`src/rtl/ascon_serial_host.sv`:
```
// Serial host for a bit-serial ASCON core. It loads operands MSB-first, strobes the core and waits
// for its ready flag, then captures the result stream LSB-first into parallel registers.
module ascon_serial_host #(
  parameter int K         = 128,
  parameter int A_L       = 112,
  parameter int TEXT_L    = 128,
  parameter int START_CYC = 3,
  parameter int GAP_CYC   = 2,
  parameter int TIMEOUT   = 4096
) (
  input  logic              clk,
  input  logic              rst,
  input  logic              start,
  input  logic              mode,
  input  logic [K-1:0]      key_in,
  input  logic [127:0]      nonce_in,
  input  logic [A_L-1:0]    ad_in,
  input  logic [TEXT_L-1:0] text_in,
  input  logic [127:0]      tag_in,
  output logic              key_SO,
  output logic              nonce_SO,
  output logic              associated_SO,
  output logic              plaintext_SO,
  output logic              tag_SO,
  output logic              encryption_s_SO,
  output logic              decryption_s_SO,
  input  logic              ciphertext_SI,
  input  logic              dec_plaintext_SI,
  input  logic              tag_SI,
  input  logic              dectag_SI,
  input  logic              encryption_r_SI,
  input  logic              decryption_r_SI,
  input  logic              msg_auth_SI,
  output logic              busy,
  output logic              done,
  output logic              timeout_err,
  output logic [TEXT_L-1:0] text_out,
  output logic [127:0]      tag_out,
  output logic              auth_out
);

  localparam int MAX_KA  = (K > A_L) ? K : A_L;
  localparam int MAX_KAT = (MAX_KA > TEXT_L) ? MAX_KA : TEXT_L;
  localparam int MAX     = (MAX_KAT > 128) ? MAX_KAT : 128;
  localparam int BW      = $clog2(MAX + 1);
  localparam int TW      = $clog2(TIMEOUT + 1);

  typedef enum logic [2:0] {IDLE, LOAD, STROBE, WAIT, GAP, CAPTURE, DONE} state_t;

  state_t              state_q, state_d;
  logic [BW-1:0]       cnt_q, cnt_d;
  logic [TW-1:0]       tmr_q, tmr_d;
  logic                mode_q, mode_d;
  logic [K-1:0]        key_q, key_d;
  logic [127:0]        nonce_q, nonce_d;
  logic [A_L-1:0]      ad_q, ad_d;
  logic [TEXT_L-1:0]   ptxt_q, ptxt_d;
  logic [127:0]        tagin_q, tagin_d;
  logic [TEXT_L-1:0]   text_q, text_d;
  logic [127:0]        tag_q, tag_d;
  logic                auth_q, auth_d;
  logic                terr_q, terr_d;

  logic rdy, txt_bit, tag_bit;

  // Only the ready/result lines of the requested direction are ever looked at.
  assign rdy     = mode_q ? decryption_r_SI : encryption_r_SI;
  assign txt_bit = mode_q ? dec_plaintext_SI : ciphertext_SI;
  assign tag_bit = mode_q ? dectag_SI : tag_SI;

  always_ff @(posedge clk) begin
    if (rst) begin
      state_q <= IDLE;
      cnt_q   <= '0;
      tmr_q   <= '0;
      mode_q  <= 1'b0;
      key_q   <= '0;
      nonce_q <= '0;
      ad_q    <= '0;
      ptxt_q  <= '0;
      tagin_q <= '0;
      text_q  <= '0;
      tag_q   <= '0;
      auth_q  <= 1'b0;
      terr_q  <= 1'b0;
    end else begin
      state_q <= state_d;
      cnt_q   <= cnt_d;
      tmr_q   <= tmr_d;
      mode_q  <= mode_d;
      key_q   <= key_d;
      nonce_q <= nonce_d;
      ad_q    <= ad_d;
      ptxt_q  <= ptxt_d;
      tagin_q <= tagin_d;
      text_q  <= text_d;
      tag_q   <= tag_d;
      auth_q  <= auth_d;
      terr_q  <= terr_d;
    end
  end

  always_comb begin
    state_d         = state_q;
    cnt_d           = cnt_q;
    tmr_d           = tmr_q;
    mode_d          = mode_q;
    key_d           = key_q;
    nonce_d         = nonce_q;
    ad_d            = ad_q;
    ptxt_d          = ptxt_q;
    tagin_d         = tagin_q;
    text_d          = text_q;
    tag_d           = tag_q;
    auth_d          = auth_q;
    terr_d          = terr_q;
    key_SO          = 1'b0;
    nonce_SO        = 1'b0;
    associated_SO   = 1'b0;
    plaintext_SO    = 1'b0;
    tag_SO          = 1'b0;
    encryption_s_SO = 1'b0;
    decryption_s_SO = 1'b0;
    busy            = (state_q != IDLE) && (state_q != DONE);
    done            = 1'b0;

    case (state_q)
      IDLE: begin
        if (start) begin
          mode_d  = mode;
          key_d   = key_in;
          nonce_d = nonce_in;
          ad_d    = ad_in;
          ptxt_d  = text_in;
          tagin_d = tag_in;
          terr_d  = 1'b0;
          cnt_d   = '0;
          state_d = LOAD;
        end
      end
      LOAD: begin
        // Streams shorter than MAX simply find no matching bit and stay at 0.
        for (int b = 0; b < K; b++)      if (cnt_q == BW'(b)) key_SO        = key_q[K-1-b];
        for (int b = 0; b < 128; b++)    if (cnt_q == BW'(b)) nonce_SO      = nonce_q[127-b];
        for (int b = 0; b < A_L; b++)    if (cnt_q == BW'(b)) associated_SO = ad_q[A_L-1-b];
        for (int b = 0; b < TEXT_L; b++) if (cnt_q == BW'(b)) plaintext_SO  = ptxt_q[TEXT_L-1-b];
        for (int b = 0; b < 128; b++)    if (cnt_q == BW'(b)) tag_SO        = tagin_q[127-b];
        if (cnt_q == BW'(MAX - 1)) begin
          cnt_d   = '0;
          tmr_d   = '0;
          state_d = STROBE;
        end else begin
          cnt_d = cnt_q + 1'b1;
        end
      end
      STROBE: begin
        encryption_s_SO = ~mode_q;
        decryption_s_SO = mode_q;
        if (tmr_q == TW'(START_CYC - 1)) begin
          tmr_d   = '0;
          state_d = WAIT;
        end else begin
          tmr_d = tmr_q + 1'b1;
        end
      end
      WAIT: begin
        if (rdy) begin
          tmr_d   = '0;
          cnt_d   = '0;
          state_d = (GAP_CYC == 0) ? CAPTURE : GAP;
        end else if (tmr_q == TW'(TIMEOUT - 1)) begin
          terr_d  = 1'b1;
          state_d = IDLE;
        end else begin
          tmr_d = tmr_q + 1'b1;
        end
      end
      GAP: begin
        if (tmr_q == TW'(GAP_CYC - 1)) begin
          cnt_d   = '0;
          state_d = CAPTURE;
        end else begin
          tmr_d = tmr_q + 1'b1;
        end
      end
      CAPTURE: begin
        for (int b = 0; b < TEXT_L; b++) if (cnt_q == BW'(b)) text_d[b] = txt_bit;
        for (int b = 0; b < 128; b++)    if (cnt_q == BW'(b)) tag_d[b]  = tag_bit;
        if (cnt_q == BW'(MAX - 1)) begin
          auth_d  = mode_q & msg_auth_SI;
          state_d = DONE;
        end else begin
          cnt_d = cnt_q + 1'b1;
        end
      end
      DONE: begin
        done    = 1'b1;
        state_d = IDLE;
      end
      default: state_d = IDLE;
    endcase
  end

  assign text_out    = text_q;
  assign tag_out     = tag_q;
  assign auth_out    = auth_q;
  assign timeout_err = terr_q;

endmodule
```
`config.mk`:
```
export PLATFORM = sky130hd
export DESIGN_NAME = ascon_serial_host
export DESIGN_NICKNAME = d
export VERILOG_FILES = /design/src/rtl/ascon_serial_host.sv
export SDC_FILE = /design/constraint.sdc
export NUM_CORES = 2
export LEC_CHECK = 0
export ABC_AREA = 1
export CAP_MARGIN = 5
export CORE_MARGIN = 4
export CORE_UTILIZATION = 35
export DETAILED_ROUTE_END_ITERATION = 12
export MAX_ROUTING_LAYER = met4
export PLACE_DENSITY = 0.7
export SYNTH_ARGS = -nofsm -noshare
export SYNTH_HDL_FRONTEND = slang
export SYNTH_SLANG_ARGS = --single-unit
```
`constraint.sdc`:
```
create_clock -name clk -period 9 [get_ports clk]
set_input_delay 0.9 -clock clk [delete_from_list [all_inputs] [get_ports clk]]
set_output_delay 0.9 -clock clk [all_outputs]
set_load 0.02 [all_outputs]
```
* Word level (Yosys, flattened, before mapping)
Cells that the tools add are included.
W data, S select, Z words.
** Word-level totals
- Bits in registers :: 907
- Bits in latches :: 0
- Bits in writable memories :: 0
- Bits in read-only memories :: 0
- Input bits :: 635
- Output and inout port bits :: 267
- Word-level logic and storage cells :: 1219
- Memories :: 0
** Cells by class
- Add/sub/neg operators :: 2
- Multiply operators :: 0
- Div/mod/pow operators :: 0
- Magnitude comparators :: 0
- Equality and inequality tests :: 149
- Shifts and indexed selects :: 0
- Multiplexer cells :: 659
- Bitwise operators :: 2
- Reductions and logical operators :: 140
** Operators by type and width (number)
- $mux W1 :: 638
- $eq A8 B7 Y1 const B :: 64
- $reduce_and A2 Y1 :: 129
- $eq A8 B6 Y1 const B :: 32
- $eq A8 B5 Y1 const B :: 16
- $mux W13 :: 5
- $eq A8 B4 Y1 const B :: 8
- $pmux W13 S4 :: 1
- $mux W8 :: 5
- $pmux W8 S5 :: 1
- $eq A8 B3 Y1 const B :: 4
- $mux W3 :: 7
- $ne A2 B2 Y1 const B :: 10
- $pmux W3 S6 :: 1
- $eq A8 B2 Y1 const B :: 2
- $add A13 B1 Y13 const B :: 1
- $eq A13 B1 Y1 const B :: 1
- $eq A13 B12 Y1 const B :: 1
- $eq A13 B2 Y1 const B :: 1
- $eq A3 B3 Y1 const B :: 3
- $ne A3 B3 Y1 const B :: 3
- $add A8 B1 Y8 const B :: 1
- $eq A8 B1 Y1 const B :: 1
- $logic_not A8 Y1 :: 1
- other kinds (14) :: 16

* Logic depth before layout (Yosys ltp)
- Word-level depth :: 130
- Gate-level depth with buffers :: 140
- Mapped depth without buffers :: 140

* Worst setup path after synthesis
No wires, ideal clock.
- Path kind :: flip-flop to output port
- Start :: register cnt_q[0]
- End :: output plaintext_SO
- Arrival :: 7.350 ns
- Required time :: 8.100 ns
- Slack :: 0.750 ns
- Cell stages (with the launch flop) :: 141
- Path buffers :: 1
- Cells stage by stage :: dfxtp_1 -> inv_1 -> ha_1 -> nand2_1 -> nor2_1 -> buf_6 -> a21oi_1 -> nand2_1 -> nand2_1 -> nand2_1 -> o21ai_1 -> nand2_1 -> nand2_1 -> nand2_1 -> nand2_1 -> nand2_1 -> nand2_1 -> nand2_1 -> [... 105 more ...] -> nand2_1 -> nand2_1 -> nand2_1 -> nand2_1 -> nand2_1 -> nand2_1 -> nand2_1 -> nand2_1 -> nand2_1 -> nand2_1 -> nand2_1 -> nand2_1 -> nand2_1 -> nand2_1 -> nand2_1 -> nand2_1 -> nand2_1 -> a21oi_1
** Between the ends
- Cells in the longest elaborated chain, start to end :: 130
- Elaborated cells between the ends (all ways) :: 257
- Those cells by class :: eq/ne (127); mux (129); reduce/logical (1)
** RTL lines
- from (decl) :: line 51 : logic [BW-1:0] cnt_q, cnt_d;
- from (signal assigned) :: line 88 : cnt_q <= cnt_d;
- $logic_not A8 Y1 :: line 146 : for (int b = 0; b < TEXT_L; b++) if (cnt_q == BW'(b)) plaintext_SO = ptxt_q[TEXT_L-1-b];
- $mux W1 (127 in series) :: line 146
- $mux W1 * :: line 146
- $mux W1 * :: line 127 : case (state_q)
- to (decl) :: line 23 : output logic plaintext_SO,
Every way passes the cells marked *; elsewhere a longest branch is shown, timed or not.

* Worst setup path after layout
- Start :: register cnt_q[0]
- End :: output key_SO
** Between the ends
- Cells in the longest elaborated chain, start to end :: 130
- Elaborated cells between the ends (all ways) :: 257
- Those cells by class :: eq/ne (127); mux (129); reduce/logical (1)
** RTL lines
- $logic_not A8 Y1 :: line 143 : for (int b = 0; b < K; b++) if (cnt_q == BW'(b)) key_SO = key_q[K-1-b];
- $mux W1 (127 in series) :: line 143
- $mux W1 * :: line 143
- $mux W1 * :: line 127
- to (decl) :: line 20 : output logic key_SO,
Marks and branches as above.

==> implementation parameters <==
Parameter                              Value

Outcome
  Result of the run    complete, but fails checks
  Violated checks    setup timing

Route
  Starting DRC count in detailed routing    4187
  Number of nets with antenna violations after routing    0
  Detailed Route WL    175 mm
  Drt wl/cell    20.2 um
  Number of remaining DRC errors    0
  Total vias in the final route    44800
  Avg Vias per Cell    5.17
  Detailed-router iteration count before antenna repair    6

Place
  GPL Wtd Cong    0.962
  Final HPWL from detailed placement    124 mm
  Buffers added on ports    901
  Cell Count Post-Placement    8413

Clock tree
  Worst skew pair latency    670 ps
  CTS HTree Levels    3
  Sink Count    907
  Number of buffers created by CTS    103
  Clock tree from TritonCTS    built
  Clock slew at reported path FFs    60 ps
  Maximum root-to-sink buffer count    3
  Clock tree root buffer cell    clkbuf_16
  Hold buffer count at cts    0

Critical path
  Slowest-stage cell, CP    dfxtp_2
  Crit path top cell by count    nand2_1
  Kind of critical path    reg2out
  CP Data Arrival Time    9780 ps
  Setup crit end kind    primary output
  Required @ worst endpoint    8100 ps
  Critical path's largest stage delay    340 ps
  Startpoint class of the critical path    register
  Maximum fanout count along the critical path    8

Global route
  Fraction of met3 tracks used by global routing    6.27%
  Met1 layer usage reported by global route    34.2%
  Tot GR Track Use    27.6%
  Vias in the first global route    41500
  Gr busiest metal    met2
  GR met2 Demand/Resource    43.1%
  Largest net degree at the start of global routing    227
  First-pass GRT wire length    254 mm
  Total grt overflow    0
  Antenna violations before repair    46

Logic synthesis
  Cells after synthesis    6150
  Cell area after synthesis    41000 sq um
  Synth area leader    dfxtp_1
  Area share of the largest cell type after synthesis    44.3%
  Dominant cells by area after synthesis    dfxtp_1 (44%), nand2_1 (14%), a21oi_1 (12%)
  Number of flip-flops and latches in the synthesized netlist    907
  Count of synthesis-stage warnings from yosys    0
  Mean instance size in the synthesized netlist    6.67 sq um
  Number of nets produced by synthesis    6792
  Portion of the post-synthesis area used by sequential elements    44.3%
  Count of distinct cell types in the synthesized netlist    34

Layout
  Post-Layout Cell Count    8662
  Multi-input combinational cell area    18500 sq um
  Finished Core Util    48.5%
  Number of nets at the end of the flow    7647
  Most common library cell in the layout ignoring fill and taps    nand2_1
  Fraction of final layout cells sized beyond drive strength 1    6.78%
  Number of inserted filler cells in the final layout    11400
  Area used by sequential logic in the layout    18200 sq um
  Layout overhead on the synthesized area    37.3%
  Most used cells in the layout excluding fill and tap cells    nand2_1 (1449), a21oi_1 (956), dfxtp_1 (903)

Floorplanning
  Core outline area    116000 sq um
  Floorplan die area    123000 sq um
  Width of the die    350 um
  Starting Density    35.3%
  Number of core rows    125
  Die Y-Extent    350 um
  Boundary pin count    902

Timing
  Unrepaired setup endpoints after global routing    yes
  Final hold vios    0
  Worst max-slew margin expressed relative to the limit    17.0%
  Final cycle utilization of the critical path    119%
  Number of slew-limit violations in the final report    0
  Fin crit period    10680 ps
  Number of setup violations in the final report    5
  Top achievable clock speed    0.0936 GHz
  Setup ws final    -1680 ps
  Post-route clock skew    23.6 ps
  Transition time of the tightest slew-check pin    1230 ps

Job
  Max-Cap Viols    0

Pwr
  Power per unit of standard cell area    239 nW/um^2
  Peak supply drop    0.208 mV
  LEAKAGE    20.8 nW
  Final Total Pwr    13.5 mW

Worst hold path
  Path class of the lowest-slack min-delay path    reg2reg
## power breakdown
group	leakage (nW)	switching [mW]	internal, mW
clock	1.77	1.82	2.66
sequential	7.42	0.267	4.71
combinational	11.6	2.70	1.31
total	20.8	4.79	8.68
## logic make-up after synthesis
logic type	synth area share (%)
and+or+nand+nor	23.5
AOI/OAI and AO/OA	20.7
adders and majority gates	0.214
DFF	44.3
buffers and inverters	11.2
xor gates and xnor gates	0.0214
## Yosys cell counts (all sizes together)
cell type and count:
nand2 1478, a21oi 959, dfxtp 907, inv 849, o21ai 706, nand3 648, clkbuf 352, nor2 173
nor3 19, buf 15, a211oi 7, ha 7, clkinv 6, nor3b 4, o211ai 4, a221oi 3
o22ai 3, nand4 2, nor4 2, a2111oi 1, nand3b 1, o2111ai 1, o21bai 1, or2 1
xor2 1
## final timing paths
path / start / endpoint / slack (ps) / depth (start not counted)
worst max-delay path: cnt_q[0] / key_SO / -1680 / 135
worst min register to register: tagin_q[75] / tagin_q[75] / 450 / 2
worst min-delay path: tagin_q[75] / tagin_q[75] / 450 / 2
worst max register to register: state_q[0] / tagin_q[74] / 5530 / 8
## per-layer routing
metal | wire (um) | vias to the layer above | share of wire (%)
li1 | - | 21600 | -
met1 | 71200 | 21000 | 41
met2 | 79900 | 1795 | 46
met3 | 15300 | 372 | 8.8
met4 | 8420 | 0 | 4.8
met5 | 0 | - | 0
## sequential cells by signal (all words and copies together), names as in the netlist
| name | cells |
|---|---|
| key_q | 128 |
| nonce_q | 128 |
| ptxt_q | 128 |
| tag_out | 128 |
| tagin_q | 128 |
| text_out | 128 |
| ad_q | 112 |
| tmr_q | 13 |
| cnt_q | 8 |
| state_q | 3 |
| auth_out | 1 |
| mode_q | 1 |
| timeout_err | 1 |
## layout make-up
type	instances	share of cell area (%)
Multi-Input combinational cell	4021	32.9
Sequential cell	907	32.3
Timing Repair Buffer	1117	19.1
Inverter	855	5.72
Clock buffer	143	5.28
Tap cell	1524	3.39
Clock inverter	48	1.13
Antenna cell	47	0.209
## what timing repair did
item / CTS / global route
gates resized for setup: 81 / 31
pin swaps: 44 / 73
buffers inserted: 3 / 8
endpoints found under the setup margin: 5 / 5
## metrics by stage
stage          TNS (ps)  hold WS, ps  cell area (sq um)  setup WS [ps]
6_report          -7270          448              56300          -1680
5_1_grt          -13590          461              56300          -2860
4_1_cts           -7620          448              56000          -1650
3_5_place_dp      -6500          439              52200          -1550
3_3_place_gp      -6500          433              52200          -1510
2_1_floorplan         0          425              41000            750
## worst max-delay path, delay by kind of cell, from the launching register on
kind                       cells  cell delay, ps
and+or+nand+nor              124            7510
adders and majority gates      1             170
AOI/OAI and AO/OA              2             150
DFF                            1             340
buffers and inverters          8             930
(Power assumes the default switching activity.)
